**src/rtl/tcam_pkg.sv**
```systemverilog
// tcam_pkg: default TCAM geometry and a constant-foldable clog2 shared by RTL and bench
package tcam_pkg;
  localparam int DATA_W_DEF = 8;
  localparam int DEPTH_DEF = 20;
  function automatic int clog2(input int v);
    int r;
    r = 0;
    for (int i = 0; i < 31; i++) if ((1 << i) < v) r = i + 1;
    return r;
  endfunction
endpackage

```
**src/rtl/tcam_prio_enc.sv**
```systemverilog
// tcam_prio_enc: combinational lowest-index-wins priority encoder
module tcam_prio_enc
  import tcam_pkg::*;
#(
  parameter int DEPTH  = DEPTH_DEF,
  parameter int ADDR_W = clog2(DEPTH)
) (
  input  logic [DEPTH-1:0]  vec,
  output logic              hit,
  output logic [ADDR_W-1:0] idx
);
  always_comb begin
    hit = |vec;
    idx = '0;
    for (int i = DEPTH - 1; i >= 0; i--) if (vec[i]) idx = ADDR_W'(i);
  end
endmodule

```
**src/rtl/tcam_prio_search.sv**
```systemverilog
// tcam_prio_search: ternary CAM with valid bits, invalidate/flush, occupancy count
// and a two-stage search pipeline ending in a lowest-index priority result.
module tcam_prio_search
  import tcam_pkg::*;
#(
  parameter int DATA_W = DATA_W_DEF,
  parameter int DEPTH  = DEPTH_DEF,
  parameter int ADDR_W = clog2(DEPTH),
  parameter int CNT_W  = clog2(DEPTH + 1)
) (
  input  logic              clk,
  input  logic              reset,
  input  logic              wr_en,
  input  logic [ADDR_W-1:0] wr_addr,
  input  logic [DATA_W-1:0] wr_data,
  input  logic [DATA_W-1:0] wr_mask,
  input  logic              inv_en,
  input  logic [ADDR_W-1:0] inv_addr,
  input  logic              flush,
  input  logic              srch_en,
  input  logic [DATA_W-1:0] srch_key,
  output logic [DEPTH-1:0]  matched,
  output logic              rslt_valid,
  output logic              hit,
  output logic [ADDR_W-1:0] hit_idx,
  output logic [CNT_W-1:0]  num_valid
);
  logic [DATA_W-1:0] data_q [DEPTH];
  logic [DATA_W-1:0] data_d [DEPTH];
  logic [DATA_W-1:0] mask_q [DEPTH];
  logic [DATA_W-1:0] mask_d [DEPTH];
  logic [DEPTH-1:0]  valid_q, valid_d, key_vec, s1_vec_q, s1_vec_d, matched_q, matched_d;
  logic [CNT_W-1:0]  cnt_q, cnt_d;
  logic [ADDR_W-1:0] idx_q, idx_d, enc_idx;
  logic              s1_vld_q, s1_vld_d, rv_q, rv_d, hit_q, hit_d, enc_hit, wr_ok, inv_ok;

  tcam_prio_enc #(.DEPTH(DEPTH), .ADDR_W(ADDR_W)) u_enc (
    .vec(s1_vec_q),
    .hit(enc_hit),
    .idx(enc_idx)
  );

  always_comb begin
    wr_ok = wr_en && (int'(wr_addr) < DEPTH);
    inv_ok = inv_en && (int'(inv_addr) < DEPTH);
    key_vec = '0;
    for (int i = 0; i < DEPTH; i++)
      key_vec[i] = valid_q[i] && (((srch_key ^ data_q[i]) & mask_q[i]) == '0);
    data_d = data_q;
    mask_d = mask_q;
    valid_d = valid_q;
    // invalidate applied before write so a same-address write leaves the entry valid
    if (flush) valid_d = '0;
    else begin
      if (inv_ok) valid_d[inv_addr] = 1'b0;
      if (wr_ok) begin
        valid_d[wr_addr] = 1'b1;
        data_d[wr_addr] = wr_data;
        mask_d[wr_addr] = wr_mask;
      end
    end
    cnt_d = '0;
    for (int i = 0; i < DEPTH; i++) cnt_d = cnt_d + CNT_W'(valid_d[i]);
    s1_vld_d = srch_en;
    s1_vec_d = srch_en ? key_vec : s1_vec_q;
    rv_d = s1_vld_q;
    matched_d = s1_vld_q ? s1_vec_q : matched_q;
    hit_d = s1_vld_q ? enc_hit : hit_q;
    idx_d = s1_vld_q ? enc_idx : idx_q;
  end

  always_ff @(posedge clk) begin
    if (!reset) begin
      data_q <= '{default: '0};
      mask_q <= '{default: '0};
      valid_q <= '0;
      cnt_q <= '0;
      s1_vld_q <= 1'b0;
      s1_vec_q <= '0;
      rv_q <= 1'b0;
      matched_q <= '0;
      hit_q <= 1'b0;
      idx_q <= '0;
    end else begin
      data_q <= data_d;
      mask_q <= mask_d;
      valid_q <= valid_d;
      cnt_q <= cnt_d;
      s1_vld_q <= s1_vld_d;
      s1_vec_q <= s1_vec_d;
      rv_q <= rv_d;
      matched_q <= matched_d;
      hit_q <= hit_d;
      idx_q <= idx_d;
    end
  end

  assign matched = matched_q;
  assign rslt_valid = rv_q;
  assign hit = hit_q;
  assign hit_idx = idx_q;
  assign num_valid = cnt_q;
endmodule

```
**config.mk**
```make
export PLATFORM = sky130hd
export DESIGN_NAME = tcam_prio_search
export DESIGN_NICKNAME = d
export VERILOG_FILES = /design/src/rtl/tcam_pkg.sv /design/src/rtl/tcam_prio_enc.sv /design/src/rtl/tcam_prio_search.sv
export SDC_FILE = /design/constraint.sdc
export NUM_CORES = 1
export LEC_CHECK = 0
export ABC_CLOCK_PERIOD_IN_PS = 8500
export CAP_MARGIN = 0
export CORE_MARGIN = 3
export CORE_UTILIZATION = 61
export CTS_CLUSTER_SIZE = 16
export DETAILED_ROUTE_END_ITERATION = 10
export PLACE_DENSITY = 0.89
export SLEW_MARGIN = 40
export SYNTH_ARGS = -nofsm -noshare
export SYNTH_HDL_FRONTEND = slang
export SYNTH_SLANG_ARGS = --single-unit
```
**constraint.sdc**
```tcl
create_clock -name clk -period 8.5 [get_ports clk]
set_clock_uncertainty 0.2 [all_clocks]
set_input_delay 1.7 -clock clk [delete_from_list [all_inputs] [get_ports clk]]
set_output_delay 1.7 -clock clk [all_outputs]
set_load 0.02 [all_outputs]
```
# ---- Word-level counts from Yosys, hierarchy flattened
# Index checks and enable logic that the tools add are counted.
dict set report word_totals {
  regBits 393
  latchBits 0
  ram_bits 0
  rom_bits 0
  in_bits 40
  output_inout_bits 32
  word_cells 199
  n_memories 0
}
dict set report op_classes {
  n_addsub 19
  n_mul 0
  n_div 0
  magnitude_cmp 8
  eq_ne 0
  shift 0
  muxes 32
  n_bitwise 45
  reduce_logical 47
}
# operator n
set op_table {}
lappend op_table {{$bwmux 160} 2}
lappend op_table {{$and 8x8->8} 20}
lappend op_table {{$logic_not 8->1} 20}
lappend op_table {{$xor 8x8->8} 20}
lappend op_table {{$mux 5} 20}
lappend op_table {{$mux 20} 4}
lappend op_table {{$add 5x1->5} 15}
lappend op_table {{$demux 8 s5} 1}
lappend op_table {{$logic_and 1x1->1} 25}
lappend op_table {{$and 20x20->20} 1}
lappend op_table {{$not 20->20} 1}
lappend op_table {{$or 20x20->20} 1}
lappend op_table {{$reduce_or 20->1} 1}
lappend op_table {{$lt 5x6->1 const B} 2}
lappend op_table {{$demux 1 s5} 2}
lappend op_table {{$ge 5x1->1 const B} 2}
lappend op_table {{$lt 5x5->1 const B} 2}
lappend op_table {{$mux 8} 1}
lappend op_table {{$ge 6x6->1 const B} 1}
lappend op_table {{$lt 6x1->1 const B} 1}
lappend op_table {{$not 5->6} 1}
lappend op_table {{$add 4x1->5} 1}
lappend op_table {{$add 3x1->4} 1}
lappend op_table {{$add 2x1->3} 1}
lappend op_table {{4 further kinds} 5}

# ---- Longest topological paths before layout
# Gate-level depths: netlist of the first run.
dict set report logic_depth {
  ltp_word 30
  mapped_depth 19
}

# ---- Modules after synthesis
# Synthesis of the first run repeated with hierarchy kept, for this count alone.
dict set report unflattened {
  hier_cells 2014
  area_unflattened_um2 17770.8
}
# mod instances cells_per_inst area_each_um2 seq_area_each_um2
set by_module_without_submodules {}
lappend by_module_without_submodules {tcam_prio_search 1 1975 17539.3 7867.5}
lappend by_module_without_submodules {tcam_prio_enc 1 39 231.5 0.0}

# ---- Worst setup path after synthesis of the first run
# OpenSTA, ideal clock, no wires.
dict set report synth_path {
  path_type {input -> register}
  start {in flush}
  end {reg cnt_q[3], in the netlist num_valid[3]}
  setup_ps 115
  t_arrival_ps 6150
  required_ps 8185
  path_slack_ps 2035
  cell_stages 17
  n_path_buf 2
  path_cell_list {nor3b_4 nand3_2 nor3_1 buf_4 buf_4 a31oi_1 fa_1 fa_1 fa_1 fa_1 fa_1 inv_1 ha_1 a21o_1 a21oi_1 xor2_1 and2_1}
}
dict set report synth_via {
  elab_chain_cells 20
}
# item line_no
set synth_lines {}
lappend synth_lines {{from (decl)} tcam_prio_search.sv:19} ;# input logic flush,
lappend synth_lines {{$mux 20 *} tcam_prio_search.sv:53} ;# if (flush) valid_d = '0;
lappend synth_lines {{$add 1x1->2} tcam_prio_search.sv:63} ;# for (int i = 0; i < DEPTH; i++) cnt_d = cnt_d + CNT_W'(valid_d[i]);
lappend synth_lines {{$add 2x1->3} tcam_prio_search.sv:63}
lappend synth_lines {{$add 3x1->4} tcam_prio_search.sv:63}
lappend synth_lines {{$add 4x1->5} tcam_prio_search.sv:63}
lappend synth_lines {{$add 5x1->5 (14 in series)} tcam_prio_search.sv:63}
lappend synth_lines {{$add 5x1->5 *} tcam_prio_search.sv:63}
lappend synth_lines {{to (signal assigned)} tcam_prio_search.sv:88} ;# cnt_q <= cnt_d;
lappend synth_lines {{to (decl)} tcam_prio_search.sv:33} ;# logic [CNT_W-1:0] cnt_q, cnt_d;
# Mark *: on every way between the ends. The rest lies on a longest branch, timed or not.
# A chain may end at the register's enable or synchronous reset.

# ---- Worst setup path in the final report of the first run
dict set report layout_path {
  start {in wr_en}
  end {reg cnt_q[4], in the netlist num_valid[4]}
}
dict set report layout_via {
  elab_chain_cells 22
}
# item line_no
set layout_lines {}
lappend layout_lines {{from (decl)} tcam_prio_search.sv:13} ;# input logic wr_en,
lappend layout_lines {{$logic_and 1x1->1 *} tcam_prio_search.sv:44} ;# wr_ok = wr_en && (int'(wr_addr) < DEPTH);
lappend layout_lines {{$mux 20 *} tcam_prio_search.sv:56} ;# if (wr_ok) begin
lappend layout_lines {{$mux 20 *} tcam_prio_search.sv:53}
lappend layout_lines {{$add 1x1->2} tcam_prio_search.sv:63}
lappend layout_lines {{$add 2x1->3} tcam_prio_search.sv:63}
lappend layout_lines {{$add 3x1->4} tcam_prio_search.sv:63}
lappend layout_lines {{$add 4x1->5} tcam_prio_search.sv:63}
lappend layout_lines {{$add 5x1->5 (14 in series)} tcam_prio_search.sv:63}
lappend layout_lines {{$add 5x1->5 *} tcam_prio_search.sv:63}
# Marked as above.

==> flow_summary_export.csv, run 1 <==
group,metric,value,unit
grt,grt_pass1_vias,13500,
timing,setup_viol,0,
timing,fin_crit_sh,82.0,%
clock_network,post_cts_buffers,0,
timing,tns,0,ns
power_and_ir_drop,ir_drop,146,µV
cells_and_area,syn2layout_area_growth,12.2,%
clock_network,cts_tree,"yes",
worst_setup_path,critPathArrivalTime,7.23,ns
logic_synthesis,synth_edf_count,0,
logic_synthesis,synth.most_common_cell,"nand2_1",
die,rows,61,
logic_synthesis,netlist_top_cells_count,"413 x nand2_1, 393 x dfxtp_1, 187 x nor2b_1, 180 x a21boi_0, 164 x mux2i_1",
clock_network,cts_max_path_buffers,3,
cells_and_area,final_nets,1962,
worst_setup_path,crit_chain,"clkdlybuf4s50_1, nor3b_4, nand3_2, nor2_2, a31oi_1, fa_1, fa_1, fa_1, fa_1, inv_1, fa_1, ha_1, inv_1, fa_1, inv_1, a21oi_1, nor2_1, o21a_1",
die,initial_utilization,62.6,%
timing,hold_slack,0.256,ns
placed_design,place_congestion,0.883,
cells_and_area,post-route-util,70.3,%
worst_setup_path,worstPathMaxFanout,17,
route,detail_route.wl_per_cell,21.1,µm
clock_network,cts_buffers,41,
route,drt-total-wl,48.6,mm
timing,tightest_slew,0.743,ns
clock_network,hold_buffers,0,
min_path,min_path_type,"flop to flop",
worst_setup_path,r2r_slack,4.01,ns
timing,period_needed,6.97,ns
die,dieArea,30900,µm²
logic_synthesis,seq_area_frac_synth,44.7,%
worst_setup_path,worst_path_largest_cell_delay,0.64,ns
logic_synthesis,async_flop_share,0,%
route,dr.pass1.iters,5,
logic_synthesis,synth.avg_cell_area,9.31,µm²
logic_synthesis,yosysTopAreaCellShare,44.7,%
cells_and_area,fin_area,19700,µm²
placed_design,dp_hpwl,28.8,mm
grt,antenna_found_initial,2,
grt,grt_pass1_wl,75.0,mm
route,drcViolationCount,0,
route,drtIter0Drc,1296,
route,drt-vias-per-instance,5.93,
worst_setup_path,worstSetupPathType,"input pin to flop",
clock_network,cts_max_level,2,
worst_setup_path,cp.required,8.77,ns
die,core_area,28100,µm²
timing,report.final.slew_viol_count,0,
worst_setup_path,worstSetupStartpointType,"input pin",
placed_design,post-place-ws,1.11,ns
power_and_ir_drop,cellPowerDensity,192,nW/µm²
route,vias,13700,
logic_synthesis,yosysWarnings,0,
die,io_pins,72,
clock_network,cts_resized,0,
grt,grt_overflow,0,
grt,track_usage,30.8,%
cells_and_area,layout-drive-gt1-share,5.81,%
logic_synthesis,yosys_register_bits,393,
power_and_ir_drop,leakage,0.00742,µW
logic_synthesis,synth_area,17600,µm²
timing,hold_viol,0,
route,final_antenna_net_count,0,
run_status,outcome,"finished clean",
grt,grt_max_degree,131,
timing,worst_slack,1.53,ns
logic_synthesis,synthDistinctLibCells,49,
placed_design,post_dp_cell_area,18500,µm²
placed_design,io_buffers,71,
worst_setup_path,path_common_cell,"fa_1",
worst_setup_path,critPathSlowestCell,"nor2_2",
logic_synthesis,synth_area_leaders,"dfxtp_1 45%, mux2i_1 9.3%, nand2_1 8.8%",
clock_network,clock_latency,0.53,ns
clock_network,clk_pin_slew,0.06,ns
timing,relSlewSlack,50.5,%
timing,rsz0062_at_grt,"no",
worst_setup_path,cp-end-kind,"flop",
cells_and_area,fillers,2077,
timing,max_freq,144,MHz
logic_synthesis,syn_nets,1950,
clock_network,cts_root_buf,"clkbuf_16",
logic_synthesis,netlist.top_cell.by_area,"dfxtp_1",
clock_network,numClockSinks,393,
die,die_w,176,µm
run,max_cap_viol_count,0,
logic_synthesis,synth_ff_type,"dfxtp_1",
die,fp.dieH,176,µm
logic_synthesis,netlist_instances,1889,
==> cell families (layout without fill, tap and decap cells) <==
| family | count (synthesis) | count (layout) | share of synthesized area [%] |
|---|---|---|---|
| DFF | 393 | 393 | 44.7 |
| and+or+nand+nor | 674 | 674 | 18.1 |
| AOI/OAI and AO/OA | 320 | 320 | 14.0 |
| other | 0 | 2 | 0 |
| adders and majority gates | 21 | 21 | 2.09 |
| muxes | 164 | 164 | 9.33 |
| xor gates and xnor gates | 162 | 162 | 8.06 |
| buffers and inverters | 155 | 193 | 3.64 |
==> metal layers <==
metal,global-route usage [%],share of wire [%],routed length (µm)
met5,0,0,0
met4,13.1,4.7,2270
met3,4.78,8.3,4050
met2,50.8,46,22500
met1,40.4,41,19800
==> state kept, by name, summed over array words and instances, names as in the netlist, 5 cells and up <==
| register | flops |
|---|---|
| valid_q | 20 |
| s1_vec_q | 20 |
| num_valid | 5 |
| hit_idx | 5 |
| matched | 20 |
| mask_q | 160 |
| data_q | 160 |
==> report_power, final <==
group	switching [µW]	internal (µW)
registers	5.62	1850
clock network	717	995
logic	152	82.0
==> layout by cell type, fill, tap and decap left out, types with 3 or more instances in the layout <==
cell type / synthesis / layout
nand2_1: 413 / 413
dfxtp_1: 393 / 393
nor2b_1: 187 / 186
a21boi_0: 180 / 180
mux2i_1: 164 / 164
xor2_1: 161 / 161
clkdlybuf4s50_1: 0 / 69
clkbuf_16: 0 / 41
buf_4: 11 / 32
a21oi_1: 26 / 26
a222oi_1: 20 / 20
a22o_1: 20 / 20
a221oi_1: 20 / 20
a32o_1: 20 / 20
inv_1: 19 / 19
nor2_1: 18 / 16
a31oi_1: 16 / 16
clkbuf_1: 111 / 15
fa_1: 14 / 14
and2_1: 9 / 8
ha_1: 7 / 7
nor4_1: 6 / 6
clkbuf_8: 0 / 6
nor3_1: 6 / 5
o21ai_0: 5 / 5
nor3b_1: 4 / 4
nor2_4: 4 / 4
nor2_2: 2 / 4
nand3_1: 4 / 4
nand2b_1: 3 / 3
nor3_2: 3 / 3
a32oi_1: 3 / 3
nand2_2: 3 / 3
clkinv_2: 0 / 3
==> metrics by stage <==
stage | instances | total power (µW)
after global routing | 2307 | 3900
after floorplan | 1889 | 2030
after global placement | 2236 | 2120
after detailed placement | 2236 | 2120
after CTS | 2305 | 3800
final | 2307 | 3800
==> worst max-delay path: cells and delay by family <==
family | cells | cell delay (ns)
AO/OA/AOI/OAI | 3 | 0.33
buffers and inverters | 4 | 0.73
AND/OR/NAND/NOR | 4 | 1.32
adder cells (fa/ha/maj) | 7 | 3.14
==> layout make-up <==
class                   count  area [µm²]  share of cell area, %
multi-input cells        1341        9110                   46.1
flip-flops and latches    393        7870                   39.8
clock buffers              61        1150                   5.83
repair buffers            105         972                   4.92
well taps                 378         473                   2.40
clock inverters             8         100                  0.507
inverters                  19        71.3                  0.361
diodes                      2        5.00                 0.0253
==> final timing paths <==
| check | from | to | depth (start not counted) |
|---|---|---|---|
| worst max-delay path | wr_en | num_valid[4]$_SDFF_PN0_ | 18 |
| worst max register to register | valid_q[3]$_SDFF_PN0_ | num_valid[3]$_SDFF_PN0_ | 12 |
| worst min register to register | mask_q[142]$_SDFFE_PN0P_ | mask_q[142]$_SDFFE_PN0P_ | 2 |
| worst min-delay path | mask_q[142]$_SDFFE_PN0P_ | mask_q[142]$_SDFFE_PN0P_ | 2 |
Power figures use the tool's default switching activity.
==> run 2, diff against run 1 <==
ABC_CLOCK_PERIOD_IN_PS = 7200   (was 8500)
clock period = 7.2 ns   (was 8.5 ns; I/O delays follow)
==> flow_summary_export.csv, run 2 (synthesis gave the netlist of run 1 again) <==
group,metric,value,unit
worst_setup_path,worstPathMaxFanout,7,
die,rows,61,
grt,grt_max_degree,144,
grt,track_usage,31.4,%
cells_and_area,ff_latch_area,7870,µm²
die,core_area,28100,µm²
clock_network,clk_pin_slew,0.06,ns
route,vias,13800,
route,drt-vias-per-instance,5.98,
placed_design,dp_hpwl,29.6,mm
min_path,worstHoldPathCells,2,
power_and_ir_drop,cellPowerDensity,229,nW/µm²
cells_and_area,fillers,2056,
timing,fin_crit_sh,86.5,%
run,max_cap_viol_count,0,
power_and_ir_drop,pwr-share-seq,48.3,%
timing,rsz0062_at_grt,"no",
cells_and_area,post-route-util,70.7,%
clock_network,post_cts_buffers,0,
timing,relSlewSlack,45.6,%
cells_and_area,layout_common_cells,"413 x nand2_1, 393 x dfxtp_1, 186 x nor2b_1, 180 x a21boi_0, 164 x mux2i_1",
worst_setup_path,reg2reg_from,"valid_q[13]$_SDFF_PN0_",
worst_setup_path,cp-end-kind,"flop",
cells_and_area,final_common_cell,"nand2_1",
power_and_ir_drop,internal_power,3510,µW
placed_design,place_congestion,0.909,
grt,antenna_found_initial,2,
worst_setup_path,r2r_slack,2.77,ns
cells_and_area,syn2layout_area_growth,12.8,%
route,detail_route.wl_per_cell,21.3,µm
worst_setup_path,ff2ff_path_depth,14,
power_and_ir_drop,swShare,22.7,%
route,drcViolationCount,0,
route,drtIter0Drc,1431,
clock_network,cts_buffers,40,
worst_setup_path,regToRegEndpoint,"num_valid[4]$_SDFF_PN0_",
worst_setup_path,worstSetupStartpointType,"input pin",
power_and_ir_drop,p_switching,1030,µW
clock_network,cts_max_path_buffers,3,
clock_network,cts_resized,0,
clock_network,cts_max_level,2,
cells_and_area,multi_input_area,9100,µm²
die,dieArea,30900,µm²
clock_network,hold_buffers,0,
grt,grt_pass1_wl,76.1,mm
grt,grt_pass1_vias,13600,
clock_network,cts_tree,"yes",
power_and_ir_drop,leakage,0.00750,µW
run_status,outcome,"finished clean",
clock_network,numClockSinks,393,
cells_and_area,layout-drive-gt1-share,6.51,%
route,final_antenna_net_count,0,
timing,tns,0,ns
die,initial_utilization,62.6,%
timing,hold_viol,0,
worst_setup_path,worstSetupPathType,"input pin to flop",
die,io_pins,72,
route,drt-total-wl,49.4,mm
die,die_w,176,µm
timing,period_needed,6.23,ns
placed_design,io_buffers,71,
die,fp.dieH,176,µm
min_path,hold_start,"mask_q[82]$_SDFFE_PN0P_",
timing,report.final.slew_viol_count,0,
clock_network,cts_root_buf,"clkbuf_16",
clock_network,clock_latency,0.52,ns
timing,max_freq,161,MHz
timing,worst_slack,0.970,ns
timing,tightest_slew,0.806,ns
min_path,hold-path-endpoint,"mask_q[82]$_SDFFE_PN0P_",
power_and_ir_drop,ir_drop,176,µV
min_path,min_path_type,"flop to flop",
power_and_ir_drop,power_frac_clock,45.6,%
route,dr.pass1.iters,6,
grt,grt_overflow,0,
power_and_ir_drop,combPwrFrac,6.1,%
timing,setup_viol,0,
cells_and_area,top_regs,"data_q x160, mask_q x160",
cells_and_area,final_nets,1969,
worst_setup_path,critPathArrivalTime,6.49,ns
worst_setup_path,cp.required,7.46,ns
placed_design,post-place-ws,0.462,ns
[run 2: changes by cell type in the layout (fill, tap and decap cells not counted), sizes merged]
cell	delta
clkinvlp	-1
bufinv	+1
buf	+10
clkbuf	-3
inv	-1
clkinv	+4
clkdlybuf4s50	-2
[run 2: final cells by class]
type	instances	share of cell area, %
Multi-Input combinational cell	1341	45.9
Sequential cell	393	39.6
Clock buffer	58	5.84
Timing Repair Buffer	113	5.20
Tap cell	378	2.38
Clock inverter	11	0.675
Inverter	19	0.359
Antenna cell	2	0.0252
[run 2: critical path, stage by stage]
cell	delay, ns
clkdlybuf4s50_1	0.53
nor3b_4	0.36
nand3_2	0.26
nor3_2	0.23
a31oi_1	0.11
fa_1	0.59
fa_1	0.44
fa_1	0.51
fa_1	0.54
inv_1	0.06
fa_1	0.49
ha_1	0.16
inv_1	0.05
fa_1	0.39
inv_1	0.07
a21oi_1	0.06
nor2_1	0.09
o21a_1	0.11
[run 2: routing by layer]
metal	vias to the layer above	track usage (%)	wire, µm
met3	195	4.45	4050
met5	-	0	0
met4	0	15.6	2480
met2	658	51.4	23200
met1	6622	40.7	19600
li1	6363	-	-
[run 2: how the worst max path moves through the flow]
stage | slack, ns | start | cells after the start | to
after CTS | 0.96 | wr_en | 18 | num_valid[4]$_SDFF_PN0_
after global routing | 0.69 | wr_en | 18 | num_valid[4]$_SDFF_PN0_
after global placement | 0.52 | wr_en | 16 | num_valid[2]$_SDFF_PN0_
after floorplan | 1.0 | flush | 17 | num_valid[3]$_SDFF_PN0_
after detailed placement | 0.46 | wr_en | 16 | num_valid[2]$_SDFF_PN0_
final | 0.97 | wr_en | 18 | num_valid[4]$_SDFF_PN0_
[run 2: power by group through the flow]
stage,clock [µW],sequential [µW],combinational [µW]
3_5_place_dp,0,2240,267
4_1_cts,2080,2190,270
5_1_grt,2170,2190,288
6_report,2070,2190,278
2_1_floorplan,0,2240,159
3_3_place_gp,0,2240,263
[run 2: through the flow]
step	area [µm²]	power (µW)	std cells	hold WS (ns)
2_1_floorplan	17600	2400	1889	0.235
3_3_place_gp	18500	2500	2243	0.248
3_5_place_dp	18500	2510	2243	0.259
4_1_cts	19800	4540	2312	0.268
5_1_grt	19800	4650	2315	0.278
6_report	19800	4540	2315	0.265
